**src/rtl/alu_iter_pkg.sv**
```systemverilog
// Shared types for the iterative execute-stage ALU: op codes, FSM states and
// the op classifier used by both the top and the mul/div engine.
package alu_iter_pkg;

    typedef enum logic [3:0] {
        ADD   = 4'd0,
        SUB   = 4'd1,
        AND   = 4'd2,
        OR    = 4'd3,
        XOR   = 4'd4,
        SRL   = 4'd5,
        SRA   = 4'd6,
        SLL   = 4'd7,
        SLT   = 4'd8,
        SLTU  = 4'd9,
        MUL   = 4'd10,
        MULHU = 4'd11,
        DIV   = 4'd12,
        DIVU  = 4'd13,
        REM   = 4'd14,
        REMU  = 4'd15
    } alu_op_t;

    typedef enum logic [1:0] {
        IDLE = 2'd0,
        BUSY = 2'd1,
        DONE = 2'd2
    } state_t;

    // Multiply/divide ops occupy the upper block of the encoding.
    function automatic logic is_iter(input alu_op_t op);
        return (op >= MUL);
    endfunction

endpackage

```
**src/rtl/alu_iter_muldiv.sv**
```systemverilog
// Iterative multiply/divide engine: one shift-add or restoring-divide step per
// cycle on a shared 2*WIDTH accumulator, with sign fix applied on the last step.
module alu_iter_muldiv
    import alu_iter_pkg::*;
#(
    parameter int WIDTH = 32
) (
    input  logic             clk,
    input  logic             rst_n,
    input  logic             flush_i,
    input  logic             start_i,
    input  alu_op_t          op_i,
    input  logic [WIDTH-1:0] a_i,
    input  logic [WIDTH-1:0] b_i,
    output logic             done_o,
    output logic [WIDTH-1:0] result_o
);

    localparam int CNT_W = $clog2(WIDTH) + 1;
    localparam logic [CNT_W-1:0] LAST_STEP = CNT_W'(WIDTH - 1);

    logic [2*WIDTH-1:0] acc_q, acc_d, step_s;
    logic [WIDTH-1:0]   dvs_q, dvs_d;
    logic [CNT_W-1:0]   cnt_q, cnt_d;
    alu_op_t            op_q, op_d;
    logic               neg_q, neg_d, run_q, run_d;
    logic               signed_s, is_mul_s;
    logic [WIDTH-1:0]   mag_a_s, mag_b_s, quo_s, rem_s;
    logic [WIDTH:0]     sum_s, trial_s;

    assign signed_s = (op_i == DIV) || (op_i == REM);
    assign mag_a_s  = (signed_s && a_i[WIDTH-1]) ? -a_i : a_i;
    assign mag_b_s  = (signed_s && b_i[WIDTH-1]) ? -b_i : b_i;
    assign is_mul_s = (op_q == MUL) || (op_q == MULHU);

    // Multiplier sits in the low half; divisor/multiplicand is held in dvs_q.
    assign sum_s   = {1'b0, acc_q[2*WIDTH-1:WIDTH]} + (acc_q[0] ? {1'b0, dvs_q} : {(WIDTH+1){1'b0}});
    assign trial_s = acc_q[2*WIDTH-1:WIDTH-1] - {1'b0, dvs_q};

    // One iteration of the selected algorithm.
    always_comb begin
        if (is_mul_s) begin
            step_s = {sum_s, acc_q[WIDTH-1:1]};
        end else if (trial_s[WIDTH]) begin
            step_s = {acc_q[2*WIDTH-2:0], 1'b0};
        end else begin
            step_s = {trial_s[WIDTH-1:0], acc_q[WIDTH-2:0], 1'b1};
        end
    end

    assign quo_s  = step_s[WIDTH-1:0];
    assign rem_s  = step_s[2*WIDTH-1:WIDTH];
    assign done_o = run_q && (cnt_q == LAST_STEP);

    // Result selection and sign fix; a zero divisor leaves the magnitude all-ones/|a|.
    always_comb begin
        result_o = '0;
        case (op_q)
            MUL:     result_o = quo_s;
            MULHU:   result_o = rem_s;
            DIV:     result_o = (dvs_q == '0) ? '1 : (neg_q ? -quo_s : quo_s);
            DIVU:    result_o = quo_s;
            REM:     result_o = neg_q ? -rem_s : rem_s;
            REMU:    result_o = rem_s;
            default: result_o = '0;
        endcase
    end

    // Load on start, step while running, abort on flush.
    always_comb begin
        acc_d = acc_q;
        dvs_d = dvs_q;
        cnt_d = cnt_q;
        op_d  = op_q;
        neg_d = neg_q;
        run_d = run_q;
        if (flush_i) begin
            run_d = 1'b0;
            cnt_d = '0;
        end else if (start_i) begin
            acc_d = {{WIDTH{1'b0}}, mag_a_s};
            dvs_d = mag_b_s;
            cnt_d = '0;
            op_d  = op_i;
            neg_d = (op_i == DIV) ? (a_i[WIDTH-1] ^ b_i[WIDTH-1]) : ((op_i == REM) && a_i[WIDTH-1]);
            run_d = 1'b1;
        end else if (run_q) begin
            acc_d = step_s;
            if (cnt_q == LAST_STEP) begin
                cnt_d = '0;
                run_d = 1'b0;
            end else begin
                cnt_d = cnt_q + CNT_W'(1);
            end
        end else begin
            run_d = 1'b0;
        end
    end

    // Engine state registers.
    always_ff @(posedge clk or negedge rst_n) begin
        if (!rst_n) begin
            acc_q <= '0;
            dvs_q <= '0;
            cnt_q <= '0;
            op_q  <= ADD;
            neg_q <= 1'b0;
            run_q <= 1'b0;
        end else begin
            acc_q <= acc_d;
            dvs_q <= dvs_d;
            cnt_q <= cnt_d;
            op_q  <= op_d;
            neg_q <= neg_d;
            run_q <= run_d;
        end
    end

endmodule

```
**src/rtl/alu_iter_exec.sv**
```systemverilog
// Execute-stage ALU with valid/ready handshakes, single-cycle datapath and an
// iterative mul/div engine. Define ALU_ITER_FLAGS_EN to add the {N,Z,C,V} flags port.
module alu_iter_exec
    import alu_iter_pkg::*;
#(
    parameter int WIDTH = 32
) (
    input  logic             clk,
    input  logic             rst_n,
    input  logic             flush,
    input  logic             in_valid,
    output logic             in_ready,
    input  logic [3:0]       op,
    input  logic [WIDTH-1:0] a,
    input  logic [WIDTH-1:0] b,
    output logic             out_valid,
    input  logic             out_ready,
    output logic [WIDTH-1:0] result,
    output logic             busy
`ifdef ALU_ITER_FLAGS_EN
    ,
    output logic [3:0]       flags
`endif
);

    localparam int SHAMT_W = $clog2(WIDTH);

    state_t             state_q, state_d;
    logic [WIDTH-1:0]   result_q, result_d, alu_s, md_result_s;
    logic               out_valid_q, out_valid_d, busy_q, busy_d;
    logic               in_ready_s, accept_s, start_s, md_done_s;
    alu_op_t            op_s;
    logic [SHAMT_W-1:0] shamt_s;

    assign op_s       = alu_op_t'(op);
    assign shamt_s    = b[SHAMT_W-1:0];
    assign in_ready_s = (state_q == IDLE) || ((state_q == DONE) && out_ready);
    assign accept_s   = in_valid && in_ready_s;

    // Single-cycle datapath; iterative and unused codes yield zero here.
    always_comb begin
        alu_s = '0;
        case (op_s)
            ADD:     alu_s = a + b;
            SUB:     alu_s = a - b;
            AND:     alu_s = a & b;
            OR:      alu_s = a | b;
            XOR:     alu_s = a ^ b;
            SRL:     alu_s = a >> shamt_s;
            SRA:     alu_s = $signed(a) >>> shamt_s;
            SLL:     alu_s = a << shamt_s;
            SLT:     alu_s = {{(WIDTH-1){1'b0}}, ($signed(a) < $signed(b))};
            SLTU:    alu_s = {{(WIDTH-1){1'b0}}, (a < b)};
            default: alu_s = '0;
        endcase
    end

`ifdef ALU_ITER_FLAGS_EN
    logic [WIDTH:0] add_c_s, sub_c_s;
    logic [3:0]     flags_q, flags_d, flg_s;

    assign add_c_s = {1'b0, a} + {1'b0, b};
    assign sub_c_s = {1'b0, a} + {1'b0, ~b} + {{WIDTH{1'b0}}, 1'b1};
    assign flags   = flags_q;

    // {N,Z,C,V} for ADD/SUB; SUB carry is the no-borrow indication.
    always_comb begin
        flg_s = 4'b0000;
        case (op_s)
            ADD: flg_s = {add_c_s[WIDTH-1], (add_c_s[WIDTH-1:0] == '0), add_c_s[WIDTH],
                          (a[WIDTH-1] == b[WIDTH-1]) && (add_c_s[WIDTH-1] != a[WIDTH-1])};
            SUB: flg_s = {sub_c_s[WIDTH-1], (sub_c_s[WIDTH-1:0] == '0), sub_c_s[WIDTH],
                          (a[WIDTH-1] != b[WIDTH-1]) && (sub_c_s[WIDTH-1] != a[WIDTH-1])};
            default: flg_s = 4'b0000;
        endcase
    end
`endif

    alu_iter_muldiv #(.WIDTH(WIDTH)) u_muldiv (
        .clk      (clk),
        .rst_n    (rst_n),
        .flush_i  (flush),
        .start_i  (start_s),
        .op_i     (op_s),
        .a_i      (a),
        .b_i      (b),
        .done_o   (md_done_s),
        .result_o (md_result_s)
    );

    // FSM next state; DONE with out_ready behaves like IDLE so back-to-back ops need no bubble.
    always_comb begin
        state_d     = state_q;
        result_d    = result_q;
        out_valid_d = out_valid_q;
        busy_d      = busy_q;
        start_s     = 1'b0;
`ifdef ALU_ITER_FLAGS_EN
        flags_d     = flags_q;
`endif
        if (flush) begin
            state_d     = IDLE;
            out_valid_d = 1'b0;
            busy_d      = 1'b0;
        end else begin
            case (state_q)
                IDLE, DONE: begin
                    if ((state_q == DONE) && out_ready) begin
                        state_d     = IDLE;
                        out_valid_d = 1'b0;
                    end else begin
                        state_d = state_q;
                    end
                    if (accept_s) begin
                        if (is_iter(op_s)) begin
                            state_d     = BUSY;
                            busy_d      = 1'b1;
                            start_s     = 1'b1;
                            out_valid_d = 1'b0;
                        end else begin
                            state_d     = DONE;
                            result_d    = alu_s;
                            out_valid_d = 1'b1;
`ifdef ALU_ITER_FLAGS_EN
                            flags_d     = flg_s;
`endif
                        end
                    end else begin
                        start_s = 1'b0;
                    end
                end
                BUSY: begin
                    if (md_done_s) begin
                        state_d     = DONE;
                        result_d    = md_result_s;
                        out_valid_d = 1'b1;
                        busy_d      = 1'b0;
`ifdef ALU_ITER_FLAGS_EN
                        flags_d     = 4'b0000;
`endif
                    end else begin
                        state_d = BUSY;
                    end
                end
                default: begin
                    state_d     = IDLE;
                    out_valid_d = 1'b0;
                    busy_d      = 1'b0;
                end
            endcase
        end
    end

    // State and output registers.
    always_ff @(posedge clk or negedge rst_n) begin
        if (!rst_n) begin
            state_q     <= IDLE;
            result_q    <= '0;
            out_valid_q <= 1'b0;
            busy_q      <= 1'b0;
`ifdef ALU_ITER_FLAGS_EN
            flags_q     <= 4'b0000;
`endif
        end else begin
            state_q     <= state_d;
            result_q    <= result_d;
            out_valid_q <= out_valid_d;
            busy_q      <= busy_d;
`ifdef ALU_ITER_FLAGS_EN
            flags_q     <= flags_d;
`endif
        end
    end

    assign in_ready  = in_ready_s;
    assign out_valid = out_valid_q;
    assign result    = result_q;
    assign busy      = busy_q;

endmodule

```
**config.mk**
```make
export PLATFORM = sky130hd
export DESIGN_NAME = alu_iter_exec
export DESIGN_NICKNAME = d
export VERILOG_FILES = /design/src/rtl/alu_iter_pkg.sv /design/src/rtl/alu_iter_muldiv.sv /design/src/rtl/alu_iter_exec.sv
export SDC_FILE = /design/constraint.sdc
export NUM_CORES = 1
export LEC_CHECK = 0
export ABC_AREA = 1
export BUFFER_PORTS_ARGS = -buffer_cell sky130_fd_sc_hd__buf_2
export CAP_MARGIN = 20
export CORE_ASPECT_RATIO = 0.8
export CORE_MARGIN = 3
export CORE_UTILIZATION = 55
export CTS_CLUSTER_DIAMETER = 150
export DETAILED_ROUTE_END_ITERATION = 10
export GPL_TIMING_DRIVEN = 1
export PLACE_DENSITY_LB_ADDON = 0.12
export SLEW_MARGIN = 20
export SYNTH_ARGS = -nofsm -noshare
export SYNTH_HDL_FRONTEND = slang
export SYNTH_SLANG_ARGS = --single-unit
```
**constraint.sdc**
```tcl
create_clock -name clk -period 3.2 [get_ports clk]
set_input_delay 0.8 -clock clk [delete_from_list [all_inputs] [get_ports clk]]
set_output_delay 0.8 -clock clk [all_outputs]
set_load 0.02 [all_outputs]
```
==> results.yml, run 1 <==
yosys:
  synth_top_area_share_pct: 17.0
  synth_seq_cells: 144
  yosys.cell_count.top_type: "nand2_1"
  synth_area_leader_cell: "nand2_1"
  syn_nets: 4463
  ys_top_cells_by_area: "nand2_1 (17%), dfrtp_1 (15%), o21ai_0 (9.4%)"
  synth_area_per_cell_sq_um: 5.70
  netlist_instances: 4220
  netlist_area_sq_mm: 0.0241
  async_flop_share_pct: 100
  synth_flop_cell: "dfrtp_1"
  yosysSeqAreaShare_pct: 15.0
  ys_warn_count: 0
  ys_types: 69
  synth_common_cells: "nand2_1 (1089), inv_1 (566), o21ai_0 (454)"
  synth_edf_count: 0
die:
  die_w_um: 240
  start_util_pct: 56.5
  io_pins: 108
  die_height_um: 193
  fp-row-count: 67
clock_network:
  postCtsHoldBufs: 0
  cts_buffers: 17
  htreeDepth: 4
  ctsLongestPathBuffers: 2
  root_buffer: "clkbuf_16"
  cts_sinks: 144
timing:
  worst_endpoint: "result[24]$_DFFE_PN0P_/D"
  worst-endpoint-pin-kind: "sequential cell input"
status:
  error: "[ERROR GRT-0232] Routing congestion too high. Check the congestion heatmap in the GUI."
  status: "did not finish"
  lastStage: "global routing"
placed_design:
  place_congestion: 1.25
  port_buffers: 107
  dpl.hpwl_um: 111000
grt:
  grt_max_degree: 115
  grt-ovfl-total: 127
  gr-usage-all-layers_pct: 70.3
==> cell families after synthesis <==
group	count (synthesis)	synth area share, %
compound gates	1119	26.5
xor+xnor	75	2.73
fa+ha+maj	170	8.96
buf+inv	759	12.2
flops	144	15.0
mux	11	0.457
simple gates	1942	34.2
==> per-stage QoR <==
step                instances  utilization [%]  TNS, ns  area, sq um  worst slack, ns
floorplan                4220                -    -1.29        24400           -0.223
global placement         5741             76.8   -19.37        32700           -0.725
detailed placement       5741             76.8   -25.57        32700           -0.650
CTS                      5808             80.3   -11.37        34200           -0.538
==> per-layer routing <==
| layer | track usage [%] | overflow |
|---|---|---|
| met1 | 78.5 | 8 |
| met2 | 83.9 | 67 |
| met3 | 55.8 | 5 |
| met4 | 53.3 | 47 |
| met5 | 28.0 | 0 |
==> what timing repair did <==
item / 4_1_cts
buffers inserted: 33
cloned: 2
endpoints found under the setup margin: 43
pin swaps: 63
resized for setup: 178
==> inputs of run 2 (changes only) <==
--- a/config.mk
+++ b/config.mk
@@ -8,13 +8,11 @@
 export ABC_AREA = 1
 export BUFFER_PORTS_ARGS = -buffer_cell sky130_fd_sc_hd__buf_2
 export CAP_MARGIN = 20
-export CORE_ASPECT_RATIO = 0.8
 export CORE_MARGIN = 3
-export CORE_UTILIZATION = 55
-export CTS_CLUSTER_DIAMETER = 150
+export CORE_UTILIZATION = 40
 export DETAILED_ROUTE_END_ITERATION = 10
 export GPL_TIMING_DRIVEN = 1
-export PLACE_DENSITY_LB_ADDON = 0.12
+export PLACE_DENSITY_LB_ADDON = 0.15
 export SLEW_MARGIN = 20
 export SYNTH_ARGS = -nofsm -noshare
 export SYNTH_HDL_FRONTEND = slang
==> constraint.sdc (replaced) <==
create_clock -name clk -period 4.2 [get_ports clk]
set_input_delay 1.05 -clock clk [delete_from_list [all_inputs] [get_ports clk]]
set_output_delay 1.05 -clock clk [all_outputs]
set_load 0.02 [all_outputs]
==> run 2 against run 1 <==
The run now ends clean. Synthesized area stayed put. Synthesized cell count is the same.
==> results.yml, run 2 <==
hold_path:
  min-delay-start: "busy"
  hold-path-endpoint: "busy"
  holdPathStages: 2
  hold_path_class: "flop to flop"
layout:
  final_cells: 5351
  layout.cells.most_common: "nand2_1"
  layout_common_cells: "nand2_1 (1082), inv_1 (562), o21ai_0 (453)"
  final_area_sq_mm: 0.0287
  regMostFlops: "u_muldiv.acc_q"
  largest_reg_flops: 64
  nets: 4806
  syn2layout_area_growth_pct: 19.3
  drive_gt1_share_pct: 14.7
status:
  status: "complete, no violations"
die:
  core-area_sq_mm: 0.0592
  io_pins: 108
  fp-row-count: 89
  die_height_um: 251
  die_w_um: 251
  die_area_sq_mm: 0.0632
  start_util_pct: 40.6
placed_design:
  port_buffers: 107
  place_congestion: 1.15
  dpl.hpwl_um: 115000
  dp_cells: 5313
  place_area_sq_mm: 0.0280
setup_path:
  crit_path_end_kind: "flop"
  cp_slowest_stage_delay_ns: 0.46
  arrival_ns: 4.45
  cp_common_cell: "nand2_1"
  startpoint: "u_muldiv.acc_q[0]"
  cpMaxStageDelayCell: "dfrtp_1"
  cp.required_ns: 4.61
  cp_max_fo: 7
  worstSetupPathType: "flop to flop"
  worst_setup_path_start_kind: "flop"
  rr_startpoint: "u_muldiv.acc_q[0]"
  rrSetupSlack_ns: 0.16
  r2r-end: "result[20]"
  r2r_cells: 27
grt:
  antenna_found_initial: 3
  grt_max_degree: 102
  grt_pass1_wl_um: 198000
  gr-usage-all-layers_pct: 42.8
  grt_pass1_vias: 29696
  grt-ovfl-total: 0
yosys:
  synthSimpleGateAreaFrac_pct: 34.2
  async_flop_share_pct: 100
  netlist_instances: 4220
  synth_flop_cell: "dfrtp_1"
  yosys.cell_count.top_type: "nand2_1"
  synthXorXnorAreaFrac_pct: 2.73
  synth_common_cells: "nand2_1 (1089), inv_1 (566), o21ai_0 (454)"
  ys_top_cells_by_area: "nand2_1 (17%), dfrtp_1 (15%), o21ai_0 (9.4%)"
  ys_types: 69
  synth_seq_cells: 144
  synth_edf_count: 0
  synth.area.mux_share_pct: 0.457
  yosysSeqAreaShare_pct: 15.0
  synth_compound_area_share_pct: 26.5
  synthAdderAreaFrac_pct: 8.96
  synth_top_area_share_pct: 17.0
  netlist_area_sq_mm: 0.0241
  synth_area_leader_cell: "nand2_1"
  synth_top_family_by_area: "simple AND/OR/NAND/NOR gates"
  synth_area_per_cell_sq_um: 5.70
  ys_warn_count: 0
  syn_nets: 4463
route:
  vias_per_cell: 5.88
  drt_wl_total_um: 138000
  route.detailed.drc: 0
  dr.pass1.iters: 7
  avgRoutedWirePerCell_um: 25.8
  ant_nets: 0
  vias: 31476
  first_iter_violations: 3819
clock_network:
  insertion_delay_ns: 0.48
  ctsLongestPathBuffers: 2
  htreeDepth: 4
  tritoncts: "yes"
  cts_sinks: 144
  postCtsHoldBufs: 0
  root_buffer: "clkbuf_16"
  cts_buffers: 17
  clk_pin_slew_ns: 0.08
pwr:
  powerDensity_mw_per_mm2: 625
  fin_total_pwr_mw: 17.9
  power.leakage_nw: 14.7
  ir_drop_uv: 390
timing:
  min_period_ns: 4.04
  fmax_ghz: 0.247
  setup_viol: 0
  clock-skew-final_ns: 0.0261
  slew_headroom_pct: 43.4
  slew_viol_final: 0
  setup_tns_ns: 0
  min_period_over_period_pct: 96.3
  rsz0062_at_grt: "true"
  hold_viol_final: 0
  hold_ws_ns: 0.476
  worst_pin_slew_ns: 0.840
flow_run:
  maxCapViolations: 0
==> run 2: cell counts after synthesis <==
Identical to the previous run, type by type.
==> run 2: layout make-up <==
class                      count  area (sq um)
fill                        6538         30500
multi-input combinational   3317         17700
timing repair buffer         500          3700
sequential                   144          3610
inverter                     583          2190
tap                          773           967
clock buffer                  17           425
clock inverter                15           141
antenna                        2          5.00
==> run 2: through the flow <==
| step | worst slack, ns | utilization (%) |
|---|---|---|
| after floorplan | 0.0695 | - |
| after global placement | -0.0291 | 47.2 |
| after detailed placement | -0.0463 | 47.2 |
| after CTS | 0.0605 | 48.2 |
| after global routing | -0.0356 | 48.5 |
| final | 0.157 | 48.5 |
==> run 2: worst max path at each step <==
stage / endpoint / depth (start not counted) / slack (ns)
after floorplan: result[23] / 21 / 0.07
after global placement: result[24] / 20 / -0.03
after detailed placement: result[24] / 20 / -0.05
after CTS: result[18] / 30 / 0.06
after global routing: result[19] / 25 / -0.04
final: result[20] / 27 / 0.16
==> run 2: kinds of logic after synthesis <==
kind of cell,after synthesis
and+or+nand+nor,1942
adders and majority gates,170
buffers and inverters,759
muxes,11
AOI/OAI and AO/OA,1119
xor gates and xnor gates,75
DFF,144
==> run 2: worst max-delay path, delay by kind of cell, from the launching register on <==
family | cells | cell delay, ns
AO/OA/AOI/OAI | 2 | 0.44
adder cells (fa/ha/maj) | 1 | 0.35
buffers and inverters | 5 | 0.63
flip-flops | 1 | 0.46
AND/OR/NAND/NOR | 19 | 2.11
==> run 2: per-layer routing <==
metal  vias up  routed length [um]  track usage, %
li1      14702                   -               -
met1     14625               51900            50.7
met2      1692               59700            67.1
met3       455               12300            8.39
met4         2               14200            36.0
met5         -                  13               0
==> run 2: power breakdown <==
group          total (mW)  switching (mW)  internal, mW
clock network        1.53           0.743         0.785
registers            2.29           0.475          1.82
logic                14.1            9.56          4.56
==> run 2: what timing repair did <==
action,in CTS,in global routing
setup buffers,0,4
resized for setup,0,39
setup endpoints to repair,0,20
Power figures use the tool's default switching activity.
==> inputs of run 3 (changes only) <==
--- a/config.mk
+++ b/config.mk
@@ -6,12 +6,12 @@
 export NUM_CORES = 1
 export LEC_CHECK = 0
 export ABC_AREA = 1
-export BUFFER_PORTS_ARGS = -buffer_cell sky130_fd_sc_hd__buf_2
 export CAP_MARGIN = 20
 export CORE_MARGIN = 3
 export CORE_UTILIZATION = 40
 export DETAILED_ROUTE_END_ITERATION = 10
-export GPL_TIMING_DRIVEN = 1
+export DONT_BUFFER_PORTS = 1
+export GPL_TIMING_DRIVEN = 0
 export PLACE_DENSITY_LB_ADDON = 0.15
 export SLEW_MARGIN = 20
 export SYNTH_ARGS = -nofsm -noshare
==> run 3 against run 2 <==
Critical path depth increased by 4. Setup slack got worse by 0.12 ns. Core utilization decreased by 3.4 points. Critical endpoint is now result[28]. Clock skew decreased by 0.0078 ns. Non-clock buffer count decreased by 286. Largest cell class unchanged. Hold slack got worse by 0.20 ns. Wire length increased by 4.4%. Critical path type unchanged. Global-route usage increased by 1.4 points. Total power decreased by 2.2%.
==> results.yml, run 3 (synthesis gave the netlist of run 2 again) <==
layout:
  largest_reg_flops: 64
  multiInputGateArea_sq_mm: 0.0182
  seq_area_sq_mm: 0.00364
  drive_gt1_share_pct: 8.44
  final_util_pct: 45.0
  final_cells: 5066
  final_area_sq_mm: 0.0267
  layout.cells.most_common: "nand2_1"
  nFillCells: 6697
  regMostFlops: "u_muldiv.acc_q"
  nets: 4520
  syn2layout_area_growth_pct: 10.8
  layout_common_cells: "nand2_1 (1062), inv_1 (558), o21ai_0 (433)"
clock_network:
  insertion_delay_ns: 0.47
  tritoncts: "yes"
  cts_buffers: 17
  cts_sinks: 144
  htreeDepth: 4
  postCtsHoldBufs: 0
  clk_pin_slew_ns: 0.08
  root_buffer: "clkbuf_16"
  ctsLongestPathBuffers: 2
hold_path:
  hold_path_class: "input port to asynchronous set/reset pin"
timing:
  hold_viol_final: 0
  min_period_ns: 4.17
  worst_slack_ns: 0.0342
  slew_viol_final: 0
  min_period_over_period_pct: 99.2
  slew_headroom_pct: 30.8
  clock-skew-final_ns: 0.0183
  hold_ws_ns: 0.279
  setup_tns_ns: 0
  fmax_ghz: 0.240
  setup_viol: 0
  rsz0062_at_grt: "true"
  worst_pin_slew_ns: 1.04
setup_path:
  r2r-end: "result[28]"
  crit_path_end_kind: "flop"
  r2r_cells: 31
  cp_common_cell: "nand2_4"
  arrival_ns: 4.51
  worst_setup_path_start_kind: "flop"
  rr_startpoint: "u_muldiv.acc_q[31]"
  cp.required_ns: 4.55
  worstSetupPathType: "flop to flop"
  rrSetupSlack_ns: 0.03
  cp_max_fo: 4
  cp_slowest_stage_delay_ns: 0.39
  cpMaxStageDelayCell: "dfrtp_1"
route:
  avgRoutedWirePerCell_um: 28.5
  vias: 30997
  route.detailed.drc: 0
  ant_nets: 0
  first_iter_violations: 3719
  dr.pass1.iters: 6
  vias_per_cell: 6.12
  drt_wl_total_um: 144000
die:
  die_area_sq_mm: 0.0632
  die_height_um: 251
  core-area_sq_mm: 0.0592
  die_w_um: 251
  io_pins: 108
  fp-row-count: 89
  start_util_pct: 40.6
placed_design:
  place_congestion: 1.13
  port_buffers: 0
  place_area_sq_mm: 0.0251
  pre_cts_ws_ns: -1.36
  dp_cells: 4994
  dpl.hpwl_um: 120000
grt:
  antenna_found_initial: 9
  grt_pass1_vias: 28635
  grt-ovfl-total: 0
  grt_max_degree: 145
  gr-usage-all-layers_pct: 44.3
  grt_pass1_wl_um: 202000
pwr:
  ir_drop_uv: 331
  fin_total_pwr_mw: 17.5
  power.leakage_nw: 13.0
  powerDensity_mw_per_mm2: 658
status:
  status: "complete, no violations"
flow_run:
  maxCapViolations: 0
==> run 3: worst max-delay path by stage <==
stage / slack [ns] / endpoint / start / depth (start not counted)
3_3_place_gp: -1.84 / result[11] / b[0] / 12
3_5_place_dp: -1.36 / result[23] / b[4] / 21
6_report: 0.03 / result[28] / u_muldiv.acc_q[31] / 31
4_1_cts: 0.001 / result[28] / u_muldiv.acc_q[31] / 31
2_1_floorplan: 0.07 / result[23] / b[4] / 21
5_1_grt: -0.08 / u_muldiv.dvs_q[28] / b[0] / 17
==> run 3: cell type report <==
type                       instances  share of cell area [%]
tap                              773                    3.63
sequential                       144                    13.7
clock inverter                    11                   0.441
inverter                         583                    8.24
clock buffer                      21                    1.76
buffer                           174                    3.05
antenna                            3                  0.0281
timing repair buffer              40                    1.13
multi-input combinational       3317                    68.1
==> run 3: routing by layer <==
metal	wire length (um)	vias to the layer above	global-route usage [%]
met4	14400	6	35.4
met3	13300	512	9.87
met2	61900	1829	68.6
met1	54500	14489	52.9
li1	-	14161	-
met5	34	-	0
==> run 3: power by group <==
part           internal [mW]  total, mW  switching (mW)
sequential              1.83       2.63           0.800
combinational           3.89       13.3            9.44
clock                  0.878       1.58           0.702
total                   6.60       17.5            10.9
==> run 3: worst max-delay path, delay by kind of cell, from the launching register on <==
family          cells  cell delay, ns
compound gates      5            0.48
fa+ha+maj           3            0.75
buf+inv             4            0.27
flops               1            0.39
simple gates       19            2.16
==> run 3: what timing repair did <==
item                       in CTS  in global routing
cloned                          0                  0
setup endpoints to repair      34                 33
pin swaps                      13                 38
gates resized for setup        84                166
buffers inserted               11                 28
